File: config.mk
export PLATFORM = sky130hd
export DESIGN_NAME = controle_soma_flt
export DESIGN_NICKNAME = d
export VERILOG_FILES = /design/src/rtl/controle_soma_flt.sv
export SDC_FILE = /design/constraint.sdc
export NUM_CORES = 1
export LEC_CHECK = 0
export BUFFER_PORTS_ARGS = -buffer_cell sky130_fd_sc_hd__buf_2
export CAP_MARGIN = 20
export CORE_MARGIN = 2
export CORE_UTILIZATION = 55
export CTS_BUF_LIST = sky130_fd_sc_hd__clkbuf_4 sky130_fd_sc_hd__clkbuf_8
export DETAILED_ROUTE_END_ITERATION = 8
export PLACE_DENSITY = 0.78
export SLEW_MARGIN = 20
export SYNTH_ARGS = -nofsm -noshare
export SYNTH_HDL_FRONTEND = slang
export SYNTH_SLANG_ARGS = --single-unit
export TNS_END_PERCENT = 50
File: constraint.sdc
create_clock -name clk -period 10.4 [get_ports clk]
set_input_delay 1.04 -clock clk [delete_from_list [all_inputs] [get_ports clk]]
set_output_delay 1.04 -clock clk [all_outputs]
set_load 0.02 [all_outputs]
File: src/rtl/controle_soma_flt.sv
// Multi-cycle binary32 add/subtract sequencer: compare/swap, align, add, normalize and
// round-to-nearest-even, with a valid/ready handshake on both the operand and result sides.
module controle_soma_flt #(
    parameter logic [31:0] NAN_CANONICO = 32'h7FC0_0000,
    parameter int unsigned GRS          = 3
) (
    input  logic        clk,
    input  logic        rst,
    input  logic        in_valid,
    output logic        in_ready,
    input  logic [31:0] a,
    input  logic [31:0] b,
    input  logic        sub,
    output logic        out_valid,
    input  logic        out_ready,
    output logic [31:0] s,
    output logic        flag_invalido,
    output logic        flag_overflow,
    output logic        flag_inexato
);

    localparam int unsigned SW = 24 + GRS;

    typedef enum logic [2:0] {
        LIVRE     = 3'd0,
        COMPARA   = 3'd1,
        ALINHA    = 3'd2,
        SOMA      = 3'd3,
        NORMALIZA = 3'd4,
        ARREDONDA = 3'd5,
        PRONTO    = 3'd6
    } estado_t;

    estado_t        estado_q;
    logic           in_ready_q;
    logic           out_valid_q;
    logic [31:0]    s_q;
    logic           inv_q;
    logic           ovf_q;
    logic           inx_q;

    logic [31:0]    a_q;
    logic [31:0]    b_q;
    logic           sub_q;

    logic           sx_q, sx_d;
    logic           sy_q, sy_d;
    logic [7:0]     ex_q, ex_d;
    logic [7:0]     ey_q, ey_d;
    logic [23:0]    mx_q, mx_d;
    logic [23:0]    my_q, my_d;
    logic           esp_q, esp_d;
    logic [31:0]    esp_val_q, esp_val_d;
    logic           esp_inv_q, esp_inv_d;

    logic [SW-1:0]  xa_q, xa_d;
    logic [SW-1:0]  ya_q, ya_d;
    logic [SW:0]    sum_q, sum_d;

    logic [SW-1:0]  nm_q, nm_d;
    logic [9:0]     ne_q, ne_d;
    logic           nz_q, nz_d;
    logic [31:0]    nz_val_q, nz_val_d;
    logic           nz_inx_q, nz_inx_d;

    logic [31:0]    res_d;
    logic           inv_d, ovf_d, inx_d;

    function automatic logic [4:0] conta_zeros(input logic [SW-1:0] v);
        logic [4:0] n;
        n = 5'd0;
        for (int i = 0; i < int'(SW); i++) begin
            n = v[i] ? 5'(int'(SW) - 1 - i) : n;
        end
        return n;
    endfunction

    logic        sa, sb;
    logic        nan_a, nan_b, inf_a, inf_b, zer_a, zer_b;
    logic [30:0] mag_a, mag_b;
    logic        troca;

    // Operand classification, flush-to-zero, magnitude swap and special-result decision
    always_comb begin
        sa    = a_q[31];
        sb    = b_q[31] ^ sub_q;
        nan_a = (a_q[30:23] == 8'hFF) && (a_q[22:0] != 23'd0);
        nan_b = (b_q[30:23] == 8'hFF) && (b_q[22:0] != 23'd0);
        inf_a = (a_q[30:23] == 8'hFF) && (a_q[22:0] == 23'd0);
        inf_b = (b_q[30:23] == 8'hFF) && (b_q[22:0] == 23'd0);
        zer_a = (a_q[30:23] == 8'd0);
        zer_b = (b_q[30:23] == 8'd0);
        mag_a = zer_a ? 31'd0 : a_q[30:0];
        mag_b = zer_b ? 31'd0 : b_q[30:0];
        troca = (mag_b > mag_a);

        sx_d = troca ? sb : sa;
        sy_d = troca ? sa : sb;
        ex_d = troca ? mag_b[30:23] : mag_a[30:23];
        ey_d = troca ? mag_a[30:23] : mag_b[30:23];
        mx_d = troca ? {~zer_b, mag_b[22:0]} : {~zer_a, mag_a[22:0]};
        my_d = troca ? {~zer_a, mag_a[22:0]} : {~zer_b, mag_b[22:0]};

        esp_d     = 1'b1;
        esp_val_d = 32'd0;
        esp_inv_d = 1'b0;
        if (nan_a || nan_b) begin
            esp_val_d = NAN_CANONICO;
            esp_inv_d = 1'b1;
        end else if (inf_a && inf_b) begin
            if (sa != sb) begin
                esp_val_d = NAN_CANONICO;
                esp_inv_d = 1'b1;
            end else begin
                esp_val_d = {sa, 8'hFF, 23'd0};
            end
        end else if (inf_a) begin
            esp_val_d = {sa, 8'hFF, 23'd0};
        end else if (inf_b) begin
            esp_val_d = {sb, 8'hFF, 23'd0};
        end else if (zer_a && zer_b) begin
            esp_val_d = {sa & sb, 31'd0};
        end else begin
            esp_d = 1'b0;
        end
    end

    logic [7:0]    dif;
    logic [SW-1:0] y_ext, y_sh;
    logic          perdido;

    // Alignment: everything shifted past the round bit collapses into sticky
    always_comb begin
        dif     = ex_q - ey_q;
        xa_d    = {mx_q, {GRS{1'b0}}};
        y_ext   = {my_q, {GRS{1'b0}}};
        y_sh    = y_ext >> dif[4:0];
        perdido = |(y_ext & ((SW'(1) << dif[4:0]) - SW'(1)));
        if (dif >= 8'(SW)) begin
            ya_d = {{(SW-1){1'b0}}, |y_ext};
        end else begin
            ya_d = {y_sh[SW-1:1], y_sh[0] | perdido};
        end
    end

    // Magnitude add or subtract; the swap guarantees the difference is non-negative
    always_comb begin
        if (sx_q == sy_q) begin
            sum_d = {1'b0, xa_q} + {1'b0, ya_q};
        end else begin
            sum_d = {1'b0, xa_q} - {1'b0, ya_q};
        end
    end

    logic [4:0] lz;

    // Normalization and flush of results that fall below the normal range
    always_comb begin
        lz       = conta_zeros(sum_q[SW-1:0]);
        nm_d     = sum_q[SW-1:0] << lz;
        ne_d     = {2'b00, ex_q} - {5'd0, lz};
        nz_d     = 1'b0;
        nz_val_d = 32'd0;
        nz_inx_d = 1'b0;
        if (sum_q == {(SW+1){1'b0}}) begin
            nz_d = 1'b1;
        end else begin
            if (sum_q[SW]) begin
                nm_d = {sum_q[SW:2], sum_q[1] | sum_q[0]};
                ne_d = {2'b00, ex_q} + 10'd1;
            end else begin
                nm_d = sum_q[SW-1:0] << lz;
            end
            if (ne_d[9] || (ne_d == 10'd0)) begin
                nz_d     = 1'b1;
                nz_val_d = {sx_q, 31'd0};
                nz_inx_d = 1'b1;
            end else begin
                nz_d = 1'b0;
            end
        end
    end

    logic [23:0] sig;
    logic        g_b, r_b, st_b, sobe;
    logic [24:0] sig_r;
    logic [9:0]  e_r;

    // Round to nearest even and final result/flag selection
    always_comb begin
        sig   = nm_q[SW-1:GRS];
        g_b   = nm_q[GRS-1];
        r_b   = nm_q[GRS-2];
        st_b  = |nm_q[GRS-3:0];
        sobe  = g_b & (r_b | st_b | sig[0]);
        sig_r = {1'b0, sig} + {24'd0, sobe};
        e_r   = ne_q + {9'd0, sig_r[24]};
        inv_d = 1'b0;
        ovf_d = 1'b0;
        inx_d = 1'b0;
        if (esp_q) begin
            res_d = esp_val_q;
            inv_d = esp_inv_q;
        end else if (nz_q) begin
            res_d = nz_val_q;
            inx_d = nz_inx_q;
        end else if (e_r >= 10'd255) begin
            res_d = {sx_q, 8'hFF, 23'd0};
            ovf_d = 1'b1;
            inx_d = 1'b1;
        end else begin
            // A cleared hidden bit means rounding carried out: fraction wraps to zero
            res_d = {sx_q, e_r[7:0], sig_r[23] ? sig_r[22:0] : 23'd0};
            inx_d = g_b | r_b | st_b;
        end
    end

    // Sequencer FSM with per-phase datapath registers and registered outputs
    always_ff @(posedge clk) begin
        if (rst) begin
            estado_q    <= LIVRE;
            in_ready_q  <= 1'b1;
            out_valid_q <= 1'b0;
            s_q         <= 32'd0;
            inv_q       <= 1'b0;
            ovf_q       <= 1'b0;
            inx_q       <= 1'b0;
            a_q         <= 32'd0;
            b_q         <= 32'd0;
            sub_q       <= 1'b0;
            sx_q        <= 1'b0;
            sy_q        <= 1'b0;
            ex_q        <= 8'd0;
            ey_q        <= 8'd0;
            mx_q        <= 24'd0;
            my_q        <= 24'd0;
            esp_q       <= 1'b0;
            esp_val_q   <= 32'd0;
            esp_inv_q   <= 1'b0;
            xa_q        <= {SW{1'b0}};
            ya_q        <= {SW{1'b0}};
            sum_q       <= {(SW+1){1'b0}};
            nm_q        <= {SW{1'b0}};
            ne_q        <= 10'd0;
            nz_q        <= 1'b0;
            nz_val_q    <= 32'd0;
            nz_inx_q    <= 1'b0;
        end else begin
            case (estado_q)
                LIVRE: begin
                    if (in_valid && in_ready_q) begin
                        a_q        <= a;
                        b_q        <= b;
                        sub_q      <= sub;
                        in_ready_q <= 1'b0;
                        estado_q   <= COMPARA;
                    end else begin
                        in_ready_q <= 1'b1;
                    end
                end
                COMPARA: begin
                    sx_q      <= sx_d;
                    sy_q      <= sy_d;
                    ex_q      <= ex_d;
                    ey_q      <= ey_d;
                    mx_q      <= mx_d;
                    my_q      <= my_d;
                    esp_q     <= esp_d;
                    esp_val_q <= esp_val_d;
                    esp_inv_q <= esp_inv_d;
                    estado_q  <= ALINHA;
                end
                ALINHA: begin
                    xa_q     <= xa_d;
                    ya_q     <= ya_d;
                    estado_q <= SOMA;
                end
                SOMA: begin
                    sum_q    <= sum_d;
                    estado_q <= NORMALIZA;
                end
                NORMALIZA: begin
                    nm_q     <= nm_d;
                    ne_q     <= ne_d;
                    nz_q     <= nz_d;
                    nz_val_q <= nz_val_d;
                    nz_inx_q <= nz_inx_d;
                    estado_q <= ARREDONDA;
                end
                ARREDONDA: begin
                    s_q         <= res_d;
                    inv_q       <= inv_d;
                    ovf_q       <= ovf_d;
                    inx_q       <= inx_d;
                    out_valid_q <= 1'b1;
                    estado_q    <= PRONTO;
                end
                PRONTO: begin
                    if (out_ready) begin
                        out_valid_q <= 1'b0;
                        in_ready_q  <= 1'b1;
                        estado_q    <= LIVRE;
                    end else begin
                        out_valid_q <= 1'b1;
                    end
                end
                default: begin
                    estado_q    <= LIVRE;
                    in_ready_q  <= 1'b1;
                    out_valid_q <= 1'b0;
                end
            endcase
        end
    end

    assign in_ready      = in_ready_q;
    assign out_valid     = out_valid_q;
    assign s             = s_q;
    assign flag_invalido = inv_q;
    assign flag_overflow = ovf_q;
    assign flag_inexato  = inx_q;

endmodule

==> reports/metrics.cfg, run 1 <==
[synthesis]
syn-instance-count=2497
synth_top_family_by_area=compound AO/OA/AOI/OAI gates
synth_top_area_cell=dfxtp_1
synthXorXnorAreaFrac=0.0317
synth_compound_area_frac=0.229
synth.mux.area_fraction=0.0926
synth_cell_types=93
synth_nets=2667
synthTopCellsByArea=dfxtp_1 31%, nand2_1 7.9%, mux2i_1 7.2%
synthSimpleGateAreaFrac=0.214
synth_seq_cells=294
synth_area_sq_mm=0.0191
synth_top_area_share=0.309
async_flop_share=0
synth_adder_area_share=0.0680
synth_seq_area_share=0.309
ys.flop_type=dfxtp_1
yosysWarningCount=0
synth_edf_count=0
avgSynthCellArea_sq_um=7.63

[cts]
clock_sinks=294
cts_tree=yes
h-tree-depth=2
cts_resized=0
cts_buffer_depth=3
postCtsHoldBufs=0
post_cts_buffers=0
clk_pin_slew_ns=0.06
root_buffer=clkbuf_8
clk_latency_ns=0.63
numCtsBuffers=50

[place]
portBuffers=105
place_congestion=0.976
hpwl_mm=42.4
placed_area_sq_mm=0.0197

[outcome]
status=finished, final reports clean

[power_and_ir_drop]
ir_worst_vdd_uv=200
p_leak_nw=8.33
total_power_mw=3.81
powerDensity_mw_per_mm2=184

[route]
routedWlPerCell_um=19.2
antenna_left=0
drcViolationCount=0
drt-pass1-iter-count=6
wirelength_mm=57.6
via_count=18485
vias_per_cell=6.16
drt_iter0_markers=1601

[floorplan]
num_rows=68
die_w_um=190
dieArea_sq_mm=0.0362
die_h_um=190
ios=106
start_util=0.554
core_sq_mm=0.0344

[global_routing]
grt.total_usage=0.314
grt_pass1_vias=17483
grt_pass1_wl_mm=91.4
antenna_found_initial=0
grt_overflow_total=0
grt_max_degree=97

[finish]
final_layout_size_suffix_gt1_frac=0.114
antenna_cells=0
design_area_sq_mm=0.0207
nNetsFinal=2680
final_util=0.602
area_growth_pct=8.52

[timing]
rsz0062_at_grt=no
worst_pin_slew_ns=1.10
final-hold-violation-count=0
period_share=0.431
final.setup.tns_ns=0
maxSlewViolCount=0
max_slew_margin=0.261
skew_ns=0.0235
post-route-min-period_ns=4.48
finalSetupViolCount=0
fmax_mhz=223

[worst_setup_path]
crit-reg2reg-launch=sum_q[7]$_SDFFE_PP0P_
cp_max_fo=19
startpoint=sum_q[7]$_SDFFE_PP0P_
critPathCaptureType=flip-flop
r2r_end=nz_val_q[31]$_SDFFE_PP0P_
critical_path.endpoint=nz_val_q[31]$_SDFFE_PP0P_
r2r_cells=15
regToRegSetupSlack_ns=5.92
worstPathRequired_ns=10.97
worstPathArrival_ns=5.05
critPathLaunchType=flip-flop
path_class=reg2reg

[run]
maxCapViolCount=0

[min_path]
hold_path_class=reg2reg

[sequential cells by signal, summed over array words and instances, names as in the netlist, 3 cells and up]
signal     cells
ex_q           8
a_q           32
sum_q         28
b_q           32
mx_q          24
s             32
ne_q          10
xa_q          24
ey_q           8
my_q          24
esp_val_q      3
ya_q          27
estado_q       3
nm_q          27
[worst max-delay path, cell delays in order (launching register included)]
cell	delay, ns
dfxtp_1	0.39
or4_4	0.59
nor3_1	0.19
nor2_1	0.06
nor2_1	0.12
buf_4	0.22
clkinv_1	0.48
ha_1	0.54
a21oi_1	0.11
o211ai_1	0.22
nand2_1	0.10
xor2_1	0.16
or4_1	0.53
o31ai_1	0.26
nor3b_1	0.29
a22o_1	0.16
[cell usage after synthesis (all sizes together) (5+ instances only)]
cell type and count:
a22oi 36, a221oi 16, nand2b 34, nor3 40, nor4 33, xnor2 49
a22o 6, buf 40, o21ai 180, and2 31, o21a 11, a2111oi 5
nand3 49, or2 8, mux2 15, a21oi 263, and3 16, a211oi 32
a31oi 12, xor2 20, a32oi 5, nand3b 6, o22ai 13, a21boi 6
nand2 400, inv 84, o211ai 19, o31ai 13, nor2b 22, dfxtp 294
a31o 7, o21bai 7, nand4 26, o311ai 9, clkbuf 129, or3 9
ha 98, mux4 8, nor2 223, a21o 30, mux2i 139
[cell usage in the layout (no fill, tap or decap), types with 13 or more instances in the layout]
master | Yosys | routed
inv_1 | 82 | 81
nand3_1 | 49 | 49
nor2b_1 | 22 | 22
nand2b_1 | 34 | 34
mux2_2 | 13 | 13
a21o_1 | 29 | 29
a211oi_1 | 31 | 31
nand2_1 | 400 | 398
and3_1 | 15 | 15
xnor2_1 | 49 | 47
nor2_1 | 222 | 220
mux2i_1 | 137 | 137
buf_2 | 17 | 104
a22oi_1 | 36 | 36
xor2_1 | 20 | 18
nor4_1 | 33 | 32
o21ai_0 | 174 | 174
nand4_1 | 26 | 26
a21oi_1 | 259 | 259
clkbuf_4 | 0 | 24
o22ai_1 | 13 | 13
ha_1 | 98 | 98
and2_1 | 31 | 30
clkbuf_8 | 0 | 55
dfxtp_1 | 294 | 294
o211ai_1 | 19 | 19
nor3_1 | 39 | 39
buf_4 | 4 | 25
[report_power, final]
| group | switching (mW) | internal, mW | total, mW |
|---|---|---|---|
| Clock | 0.483 | 0.593 | 1.08 |
| Combinational | 0.898 | 0.539 | 1.44 |
| Sequential | 0.0974 | 1.20 | 1.30 |
| Total | 1.48 | 2.33 | 3.81 |
[metrics by stage]
stage | hold slack (ns) | setup slack (ns) | cells
2_1_floorplan | 0.427 | 6.40 | 2497
3_3_place_gp | 0.437 | 6.09 | 2913
3_5_place_dp | 0.447 | 6.00 | 2913
4_1_cts | 0.454 | 5.98 | 2999
5_1_grt | 0.476 | 5.49 | 2999
6_report | 0.454 | 5.92 | 2999
[kinds of logic after synthesis]
logic type | count (synthesis)
simple gates | 909
compound gates | 705
flops | 294
buf+inv | 256
mux | 162
fa+ha+maj | 102
xor+xnor | 69
[area by class of cell]
type	count	area [sq um]
Tap cell	455	569
Sequential cell	294	5890
Timing Repair Buffer	130	719
Clock inverter	7	68.8
Multi-Input combinational cell	1947	12200
Inverter	87	332
Fill cell	3155	13700
Clock buffer	79	937
[per-layer routing]
layer	track usage	part of all wire	routed length, um	vias to the layer above
met4	0.180	0.057	3270	0
met1	0.377	0.41	23400	8752
li1	-	-	-	8879
met2	0.543	0.48	27900	675
met3	0.0369	0.053	3070	179
met5	0	0	0	-
[worst min path at each step]
stage                            from                      to  cells past startpoint
6_report           s[31]$_SDFFE_PP0P_      s[31]$_SDFFE_PP0P_                      2
5_1_grt         mx_q[16]$_SDFFE_PP0P_   xa_q[19]$_SDFFE_PP0P_                      2
4_1_cts         mx_q[16]$_SDFFE_PP0P_   xa_q[19]$_SDFFE_PP0P_                      2
3_5_place_dp       s[31]$_SDFFE_PP0P_      s[31]$_SDFFE_PP0P_                      2
3_3_place_gp   out_valid$_SDFFE_PP0N_  out_valid$_SDFFE_PP0N_                      2
2_1_floorplan   nz_inx_q$_SDFFE_PP0P_   nz_inx_q$_SDFFE_PP0P_                      1
Note: power is estimated with default switching activity, not from simulation.
==> run 2: changes to the inputs <==
==> constraint.sdc (replaced) <==
create_clock -name clk -period 4.15 [get_ports clk]
set_input_delay 0.415 -clock clk [delete_from_list [all_inputs] [get_ports clk]]
set_output_delay 0.415 -clock clk [all_outputs]
set_load 0.02 [all_outputs]
==> reports/metrics.cfg, run 2 (same netlist as run 1, synthesis figures left out) <==
[min_path]
holdCritStartpoint=a[28]
min_to=a_q[28]$_SDFFE_PP0P_
hold_depth=3  ; +1
hold_path_class=in2reg

[worst_setup_path]
critPathMaxStageDelay_ns=0.44  ; -0.15 ns
worstPathRequired_ns=4.64  ; -6.33 ns
r2r_end=ex_q[1]$_SDFFE_PP0P_
crit-reg2reg-launch=a_q[27]$_SDFFE_PP0P_
path_cells=nor4_1 > nand2_1 > nand2_1 > ha_1 > nor2b_1 > o21a_1 > o21a_1 > o21ai_0 > nand2b_1 > a211oi_1 > o21ai_1 > a21oi_4 > buf_12 > mux2i_1 > a21oi_1
critPathCaptureType=flip-flop
worst-path-buf-inv=1  ; -1
cp_top_family=simple AND/OR/NAND/NOR gates
slowest_stage=nand2_1
regToRegSetupSlack_ns=0.24  ; -5.68 ns
cp_max_fo=33  ; +14
critPathLaunchType=flip-flop
path_class=reg2reg
r2r_cells=15  ; unchanged
worstPathArrival_ns=4.40  ; -0.65 ns

[route]
via_count=18478  ; -0.038%
drt_iter0_markers=1504  ; -6.1%
vias_per_cell=6.08  ; -1.4%
routedWlPerCell_um=19.1  ; -0.67%
drcViolationCount=0  ; unchanged
drt-pass1-iter-count=8  ; +2
antenna_left=0  ; unchanged
wirelength_mm=58.0  ; +0.72%

[cts]
clock_sinks=294  ; unchanged
cts_tree=yes
clk_latency_ns=0.63  ; about the same
numCtsBuffers=49  ; -2.0%
post_cts_buffers=0  ; unchanged
clk_pin_slew_ns=0.06  ; about the same
h-tree-depth=2  ; unchanged
cts_buffer_depth=3  ; unchanged
root_buffer=clkbuf_8

[finish]
final_layout_size_suffix_gt1_frac=0.126  ; +0.0128
final_cell_mix=399 x nand2_1, 294 x dfxtp_1, 259 x a21oi_1
design_area_sq_mm=0.0211  ; +2.1%
area_growth_pct=10.8
mostFrequentLayoutCell=nand2_1
nNetsFinal=2720  ; +1.5%
antenna_cells=0  ; unchanged
final_util=0.615  ; +0.0129

[floorplan]
num_rows=68  ; unchanged
ios=106  ; unchanged
core_sq_mm=0.0344  ; unchanged
dieArea_sq_mm=0.0362  ; unchanged
start_util=0.554  ; unchanged
die_w_um=190  ; unchanged
die_h_um=190  ; unchanged

[global_routing]
grt_overflow_total=0  ; unchanged
grt_max_degree=103  ; +6.2%
grt_pass1_vias=17780  ; +1.7%
antenna_found_initial=0  ; unchanged
grt_pass1_wl_mm=92.9  ; +1.5%
grt.total_usage=0.317  ; +0.00292

[power_and_ir_drop]
power_frac_clock=0.286  ; +0.004
combPwrFrac=0.385  ; +0.008
powerDensity_mw_per_mm2=466  ; +150%
p_int_mw=6.09  ; +160%
ir_worst_vdd_uv=335  ; +67%
p_leak_nw=8.57  ; +2.9%
swShare=0.382  ; -0.00581
seq_power_share=0.329  ; -0.012
p_switching_mw=3.76  ; +150%

[timing]
fmax_mhz=255  ; +15%
whs_ns=0.0373  ; -0.417 ns
worst_pin_slew_ns=1.12  ; +0.0245 ns
maxSlewViolCount=0  ; unchanged
rsz0062_at_grt=yes
max_slew_margin=0.250  ; -0.0113
final-hold-violation-count=0  ; unchanged
skew_ns=0.0335  ; +0.0100 ns
post-route-min-period_ns=3.91  ; -0.569 ns
period_share=0.943  ; +0.512
finalSetupViolCount=0  ; unchanged

[place]
portBuffers=105  ; unchanged
placed_area_sq_mm=0.0199  ; +1.4%
hpwl_mm=43.2  ; +1.9%
place_congestion=1.01  ; +3.2%

[outcome]
status=finished, final reports clean

[run]
maxCapViolCount=0  ; unchanged

## run 2: cell count changes in the layout (fill, tap and decap cells not counted), sizes merged
cell | before | now
inv | 85 | 84
clkinvlp | 1 | 2
clkinv | 7 | 10
bufinv | 1 | 2
buf | 130 | 164
clkbuf | 79 | 76
dlygate4sd3 | 0 | 7
## run 2: area by class of cell
class | count | area [sq um]
timing repair buffer | 171 | 1070
tap | 455 | 569
sequential | 294 | 5890
inverter | 87 | 332
fill | 3144 | 13200
clock inverter | 11 | 121
multi-input combinational | 1947 | 12200
clock buffer | 76 | 958
## run 2: worst max path at each step
| stage | slack [ns] | cells after the start | from | endpoint |
|---|---|---|---|---|
| after floorplan | 0.15 | 17 | sum_q[0]$_SDFFE_PP0P_ | nz_val_q[31]$_SDFFE_PP0P_ |
| after global placement | 0.24 | 17 | sum_q[1]$_SDFFE_PP0P_ | nz_val_q[31]$_SDFFE_PP0P_ |
| after detailed placement | 0.16 | 17 | sum_q[1]$_SDFFE_PP0P_ | nz_val_q[31]$_SDFFE_PP0P_ |
| after CTS | 0.11 | 16 | nm_q[2]$_SDFFE_PP0P_ | s[22]$_SDFFE_PP0P_ |
| after global routing | -0.04 | 17 | sum_q[1]$_SDFFE_PP0P_ | nz_val_q[31]$_SDFFE_PP0P_ |
| final | 0.24 | 15 | a_q[27]$_SDFFE_PP0P_ | ex_q[1]$_SDFFE_PP0P_ |
## run 2: through the flow
step	std cells	setup TNS, ns	setup WS [ns]	power, mW
2_1_floorplan	2497	0	0.152	5.98
3_3_place_gp	2947	0	0.242	6.92
3_5_place_dp	2947	0	0.156	6.98
4_1_cts	3041	0	0.107	9.80
5_1_grt	3041	-0.0378	-0.0378	10.4
6_report	3041	0	0.235	9.85
## run 2: per-layer routing
metal / wire, um / global-route usage / vias up
li1: - / - / 8955
met3: 3120 / 0.0476 / 174
met5: 0 / 0 / -
met4: 3170 / 0.172 / 0
met2: 28200 / 0.551 / 639
met1: 23600 / 0.375 / 8710
## run 2: worst register-to-register path: cells and delay by family (launching register included)
kind,cells,cell delay [ns]
buffers and inverters,1,0.26
flip-flops,1,0.36
AND/OR/NAND/NOR,5,1.35
adder cells (fa/ha/maj),1,0.29
AO/OA/AOI/OAI,7,1.27
multiplexers,1,0.27
## run 2: timing repair
| action | CTS | global route |
|---|---|---|
| hold buffers | 7 | 0 |
| setup endpoints to repair | 0 | 33 |
| endpoints found under the hold margin | 7 | 0 |
| resized for setup | 0 | 5 |
## run 2: power by group through the flow
| stage | clock [mW] | combinational, mW | sequential [mW] |
|---|---|---|---|
| floorplan | 0 | 2.78 | 3.20 |
| global placement | 0 | 3.64 | 3.28 |
| detailed placement | 0 | 3.69 | 3.29 |
| CTS | 2.85 | 3.72 | 3.23 |
| global route | 2.98 | 4.12 | 3.26 |
| finish | 2.81 | 3.80 | 3.24 |
